`src/rtl/sdram_arbiter.sv`:
```
// Two-port SDRAM command arbiter with a read-tag FIFO that routes returning read data.
// Define SDRAM_ARB_RR_EN for round-robin grant; the default build uses fixed priority (port 0 first).
module sdram_arbiter #(
    parameter int DW    = 16,
    parameter int AW    = 23,
    parameter int MAXRD = 4
) (
    input  logic              clk,
    input  logic              rst,

    input  logic              p0_req,
    input  logic              p0_write,
    input  logic [AW-1:0]     p0_addr,
    input  logic [DW-1:0]     p0_wdata,
    input  logic [DW/8-1:0]   p0_byteenable,
    output logic              p0_ready,
    output logic              p0_rvalid,
    output logic [DW-1:0]     p0_rdata,

    input  logic              p1_req,
    input  logic              p1_write,
    input  logic [AW-1:0]     p1_addr,
    input  logic [DW-1:0]     p1_wdata,
    input  logic [DW/8-1:0]   p1_byteenable,
    output logic              p1_ready,
    output logic              p1_rvalid,
    output logic [DW-1:0]     p1_rdata,

    output logic              sdram_req,
    output logic              sdram_write,
    output logic [AW-1:0]     sdram_addr,
    output logic [DW-1:0]     sdram_wdata,
    output logic [DW/8-1:0]   sdram_byteenable,
    input  logic              sdram_ready,
    input  logic              sdram_rvalid,
    input  logic [DW-1:0]     sdram_rdata,

    output logic              err_orphan
);

    localparam int PW = (MAXRD > 1) ? $clog2(MAXRD) : 1;
    localparam int CW = PW + 1;
    localparam logic [CW-1:0] MAXRD_C = CW'(MAXRD);
    localparam logic [CW-1:0] ZERO_C  = '0;

    logic [CW-1:0] count_q, count_d;
    logic [PW-1:0] wr_ptr_q, wr_ptr_d;
    logic [PW-1:0] rd_ptr_q, rd_ptr_d;
    logic          tag_q [MAXRD];
    logic          last_grant_q, last_grant_d;
    logic          hold_q, hold_d;
    logic          hold_id_q, hold_id_d;
    logic          err_orphan_q, err_orphan_d;

    logic grant_s;
    logic any_req_s;
    logic tag_full_s;
    logic accept_s;
    logic push_s;
    logic pop_s;
    logic orphan_s;
    logic head_s;

    assign any_req_s  = p0_req | p1_req;
    assign tag_full_s = (count_q == MAXRD_C);
    assign head_s     = tag_q[rd_ptr_q];

    // Grant: a port left waiting on sdram_ready keeps the grant until it is accepted.
    always_comb begin
        grant_s = 1'b0;
        if (hold_q && (hold_id_q ? p1_req : p0_req)) begin
            grant_s = hold_id_q;
        end else begin
`ifdef SDRAM_ARB_RR_EN
            if (p0_req && p1_req) begin
                grant_s = ~last_grant_q;
            end else begin
                grant_s = ~p0_req & p1_req;
            end
`else
            grant_s = ~p0_req & p1_req;
`endif
        end
    end

    // Command path muxes straight from the granted port.
    always_comb begin
        sdram_req        = any_req_s & ~tag_full_s & ~rst;
        p0_ready         = ~grant_s & p0_req & sdram_ready & ~tag_full_s & ~rst;
        p1_ready         =  grant_s & p1_req & sdram_ready & ~tag_full_s & ~rst;
        if (grant_s) begin
            sdram_write      = p1_write;
            sdram_addr       = p1_addr;
            sdram_wdata      = p1_wdata;
            sdram_byteenable = p1_byteenable;
        end else begin
            sdram_write      = p0_write;
            sdram_addr       = p0_addr;
            sdram_wdata      = p0_wdata;
            sdram_byteenable = p0_byteenable;
        end
    end

    assign accept_s = sdram_req & sdram_ready;
    assign push_s   = accept_s & ~sdram_write;
    assign pop_s    = sdram_rvalid & (count_q != ZERO_C) & ~rst;
    assign orphan_s = sdram_rvalid & (count_q == ZERO_C);

    // Read return routing: head tag selects the port; rdata is shared.
    always_comb begin
        p0_rvalid = pop_s & ~head_s;
        p1_rvalid = pop_s &  head_s;
        p0_rdata  = sdram_rdata;
        p1_rdata  = sdram_rdata;
    end

    assign err_orphan = err_orphan_q;

    // Next-state for tag FIFO bookkeeping, grant history and error flag.
    always_comb begin
        count_d      = count_q;
        wr_ptr_d     = wr_ptr_q;
        rd_ptr_d     = rd_ptr_q;
        last_grant_d = last_grant_q;
        err_orphan_d = err_orphan_q | orphan_s;
        hold_d       = sdram_req & ~sdram_ready;
        hold_id_d    = grant_s;
        if (push_s) begin
            wr_ptr_d = wr_ptr_q + {{(PW-1){1'b0}}, 1'b1};
        end else begin
            wr_ptr_d = wr_ptr_q;
        end
        if (pop_s) begin
            rd_ptr_d = rd_ptr_q + {{(PW-1){1'b0}}, 1'b1};
        end else begin
            rd_ptr_d = rd_ptr_q;
        end
        case ({push_s, pop_s})
            2'b10:   count_d = count_q + {{(CW-1){1'b0}}, 1'b1};
            2'b01:   count_d = count_q - {{(CW-1){1'b0}}, 1'b1};
            default: count_d = count_q;
        endcase
        if (accept_s) begin
            last_grant_d = grant_s;
        end else begin
            last_grant_d = last_grant_q;
        end
    end

    // State registers with synchronous reset.
    always_ff @(posedge clk) begin
        if (rst) begin
            count_q      <= '0;
            wr_ptr_q     <= '0;
            rd_ptr_q     <= '0;
            last_grant_q <= 1'b1;
            hold_q       <= 1'b0;
            hold_id_q    <= 1'b0;
            err_orphan_q <= 1'b0;
        end else begin
            count_q      <= count_d;
            wr_ptr_q     <= wr_ptr_d;
            rd_ptr_q     <= rd_ptr_d;
            last_grant_q <= last_grant_d;
            hold_q       <= hold_d;
            hold_id_q    <= hold_id_d;
            err_orphan_q <= err_orphan_d;
        end
    end

    // Tag storage holds the requester ID of each outstanding read.
    always_ff @(posedge clk) begin
        if (push_s && !rst) begin
            tag_q[wr_ptr_q] <= grant_s;
        end
    end

endmodule
```
`config.mk`:
```
export PLATFORM = sky130hd
export DESIGN_NAME = sdram_arbiter
export DESIGN_NICKNAME = d
export VERILOG_FILES = /design/src/rtl/sdram_arbiter.sv
export SDC_FILE = /design/constraint.sdc
export NUM_CORES = 1
export LEC_CHECK = 0
export CELL_PAD_IN_SITES_DETAIL_PLACEMENT = 1
export CELL_PAD_IN_SITES_GLOBAL_PLACEMENT = 1
export CORE_MARGIN = 4
export CORE_UTILIZATION = 19
export CTS_CLUSTER_SIZE = 10
export DETAILED_ROUTE_END_ITERATION = 8
export PLACE_DENSITY = 0.91
export SETUP_SLACK_MARGIN = 0.5
export SYNTH_ARGS = -nofsm -noshare
export SYNTH_HDL_FRONTEND = slang
export SYNTH_SLANG_ARGS = --single-unit
```
`constraint.sdc`:
```
create_clock -name clk -period 3.35 [get_ports clk]
set_input_delay 0.335 -clock clk [delete_from_list [all_inputs] [get_ports clk]]
set_output_delay 0.335 -clock clk [all_outputs]
set_load 0.01 [all_outputs]
```
==> metrics.md <==
| Metric | Value |
|---|---|
| Status | completed |
| Synthesized net count | 272 |
| P per Cell Area | 237.1 mW/mm² |
| Die Area | 0.01083 mm² |
| DP HPWL | 5148 µm |
| Final setup margin | 0.6086 ns |
| Largest cells by area after synthesis | mux2_4 32%, dfxtp_1 14%, buf_4 14%, edfxtp_1 6.8%, ha_1 3.6% |
| Hold Path Depth | 2 |
| CP required | 3.01 ns |
| Max-cap violations | 0 |
| I/O pins | 186 |
| H-tree depth | 1 |
| CTS tree | done |
| End of the worst hold path | err_orphan |
| Initial antenna violation count | 0 |
| Clock Latency Late Sink | 0.25 ns |
| Min-delay src | err_orphan |
| WL per Instance | 15.63 µm |
| Starting Density | 19.82% |
| Clock Sinks | 16 |
| Count leader, synth | mux2_4 |
| Synth Instances | 160 |
| DRT antenna net count | 0 |
| Worst-Margin Slew | 0.4395 ns |
| GRT Util Overall | 10.42% |
| Critical path data arrival time | 2.41 ns |
| DP Worst Slack | 0.2993 ns |
| Worst r2r src | hold_q |
| Largest net degree at the start of global routing | 21 |
| FP Rows | 34 |
| Sequential share of the synthesized area | 20.54% |
| Core box area | 0.008848 mm² |
| Rel. slew slack | 70.62% |
| Dominant synthesized flop cell | dfxtp_1 |
| Post-CTS Setup Bufs | 0 |
| # diodes | 0 |
| Clock-pin slew on the worst setup and hold paths | 0.06 ns |
| Die width | 104.1 µm |
| Wirelength, routed | 5861 µm |
| Layout Nets | 380 |
| Share of the synthesized area in the top cell type | 31.67% |
| Max Slew Vio Count | 0 |
| CP startpoint | p0_req |
| Sum Neg Setup Slack | 0 ns |
| Top cells by count, synth | 37 x mux2_4, 32 x buf_4, 12 x dfxtp_1 |
| Crit Path Class | primary input to output pin |
| Clk buf depth | 2 |
| RSZ-0062 raised after global routing | false |
| Post-synthesis area per instance | 10.96 µm² |
| EDFF count, synth | 4 |
| Startpoint types | primary input |
| Vias | 1536 |
| Worst Path Max Fanout | 20 |
| Cell variety after synth | 38 |
| R2r worst-path depth | 11 |
| Lkg Pwr | 1.283 nW |
| Post-synthesis instance area | 0.001754 mm² |
| CP Capture Type | output pin |
| Clock Skew | 0.002631 ns |
| Period utilization | 81.83% |
| FF+latch count, synth | 16 |
| IO buf count | 137 |
| Area growth syn-to-layout | 73.82% |
| Overflow after GRT | 0 |
| Synthesis Warnings | 0 |
| Hold slack | 0.4631 ns |
| First-pass GRT wire length | 9170 µm |
| Clock root cell | clkbuf_8 |
| DR pass1 iterations | 4 |
| Number of setup violations in the final report | 0 |
| Reg2Reg Setup Slack | 0.82 ns |
| Cts bufs inserted | 3 |
| Hold buffers post-CTS | 0 |
| Final period demand of the worst path | 2.741 ns |
| Worst R2R End | count_q[2] |
| Die Y | 104.1 µm |
| Residual DRC count | 0 |
| Initial drt markers | 18 |
| Number of global-route vias before repair | 1683 |
| Asr flop ratio synth | 0% |
| Placer congestion estimate | 0.7612 |
| Fmax | 0.3648 GHz |
| Final hold violations | 0 |
| Post-synth top area cell | mux2_4 |
| Share of cells above drive strength 1 | 23.22% |
| HP Class | register to register |
| Worst vdd ir | 0.1009 mV |
| Vias per cell | 4.096 |
-- worst max-delay path by stage --
stage,to,cells past startpoint
3_5_place_dp,count_q[2],12
4_1_cts,count_q[2],12
6_report,sdram_wdata[1],6
2_1_floorplan,count_q[2],11
3_3_place_gp,count_q[2],12
5_1_grt,sdram_addr[17],6
-- per-layer routing --
| layer | GRT usage (%) | wire (µm) | vias to the layer above |
|---|---|---|---|
| met5 | 0 | 0 | - |
| met4 | 3.324 | 99 | 0 |
| met3 | 3.042 | 455 | 9 |
| met2 | 19.36 | 3053 | 93 |
| met1 | 11.27 | 2252 | 702 |
| li1 | - | - | 732 |
-- cell usage in the layout, fill, tap and decap left out, types with 4 or more instances in the layout --
| cell type | n |
|---|---|
| clkdlybuf4s50_1 | 136 |
| mux2_4 | 37 |
| dfxtp_1 | 12 |
| nor2_1 | 11 |
| inv_1 | 7 |
| and3_1 | 6 |
| ha_1 | 5 |
| mux2_2 | 4 |
| a21oi_1 | 4 |
| xor2_1 | 4 |
| buf_4 | 4 |
| edfxtp_1 | 4 |
-- critical path, cell delays in order --
cell and delay, ns:
clkdlybuf4s50_1 0.54, a21boi_4 0.21, nand2b_4 0.27, buf_12 0.23, mux2_4 0.31, clkdlybuf4s50_1 0.49
-- power breakdown --
group / switching (W) / total, W / leakage (nW) / internal (W)
sequential: 0.00000708 / 0.000214 / 0.135 / 0.000207
clock: 0.0000662 / 0.000147 / 0.0231 / 0.0000813
combinational: 0.000115 / 0.000361 / 1.13 / 0.000246
-- cell type report --
cell class              count  area (µm²)
clock inverters             1       3.754
clock buffers               3       41.29
inverters                   9       38.79
well taps                 108       135.1
multi-input cells          96        1046
fillers                  1009        5799
flip-flops and latches     16       360.3
repair buffers            142        1424
-- per-stage QoR --
step	total power, W	cell area (µm²)	instances	util (%)
after global placement	0.0005735	2997	371	33.87
after detailed placement	0.0005827	2997	371	33.87
after floorplan	0.0004098	1754	160	-
after global routing	0.0007606	3049	375	34.46
final	0.0007229	3049	375	34.46
after CTS	0.0007329	3047	375	34.43
-- logic make-up after synthesis --
family / count (synthesis) / synth area share, %
AND/OR/NAND/NOR: 35 / 11.98
buffers and inverters: 48 / 20.26
adder cells (fa/ha/maj): 6 / 4.708
multiplexers: 42 / 35.52
flip-flops: 16 / 20.54
AO/OA/AOI/OAI: 9 / 4.993
XOR/XNOR: 4 / 1.997
-- what timing repair did --
| action | 4_1_cts | 5_1_grt |
|---|---|---|
| resized for setup | 1 | 1 |
| gates cloned | 0 | 0 |
| setup endpoints to repair | 30 | 1 |
Power figures use the tool's default switching activity.
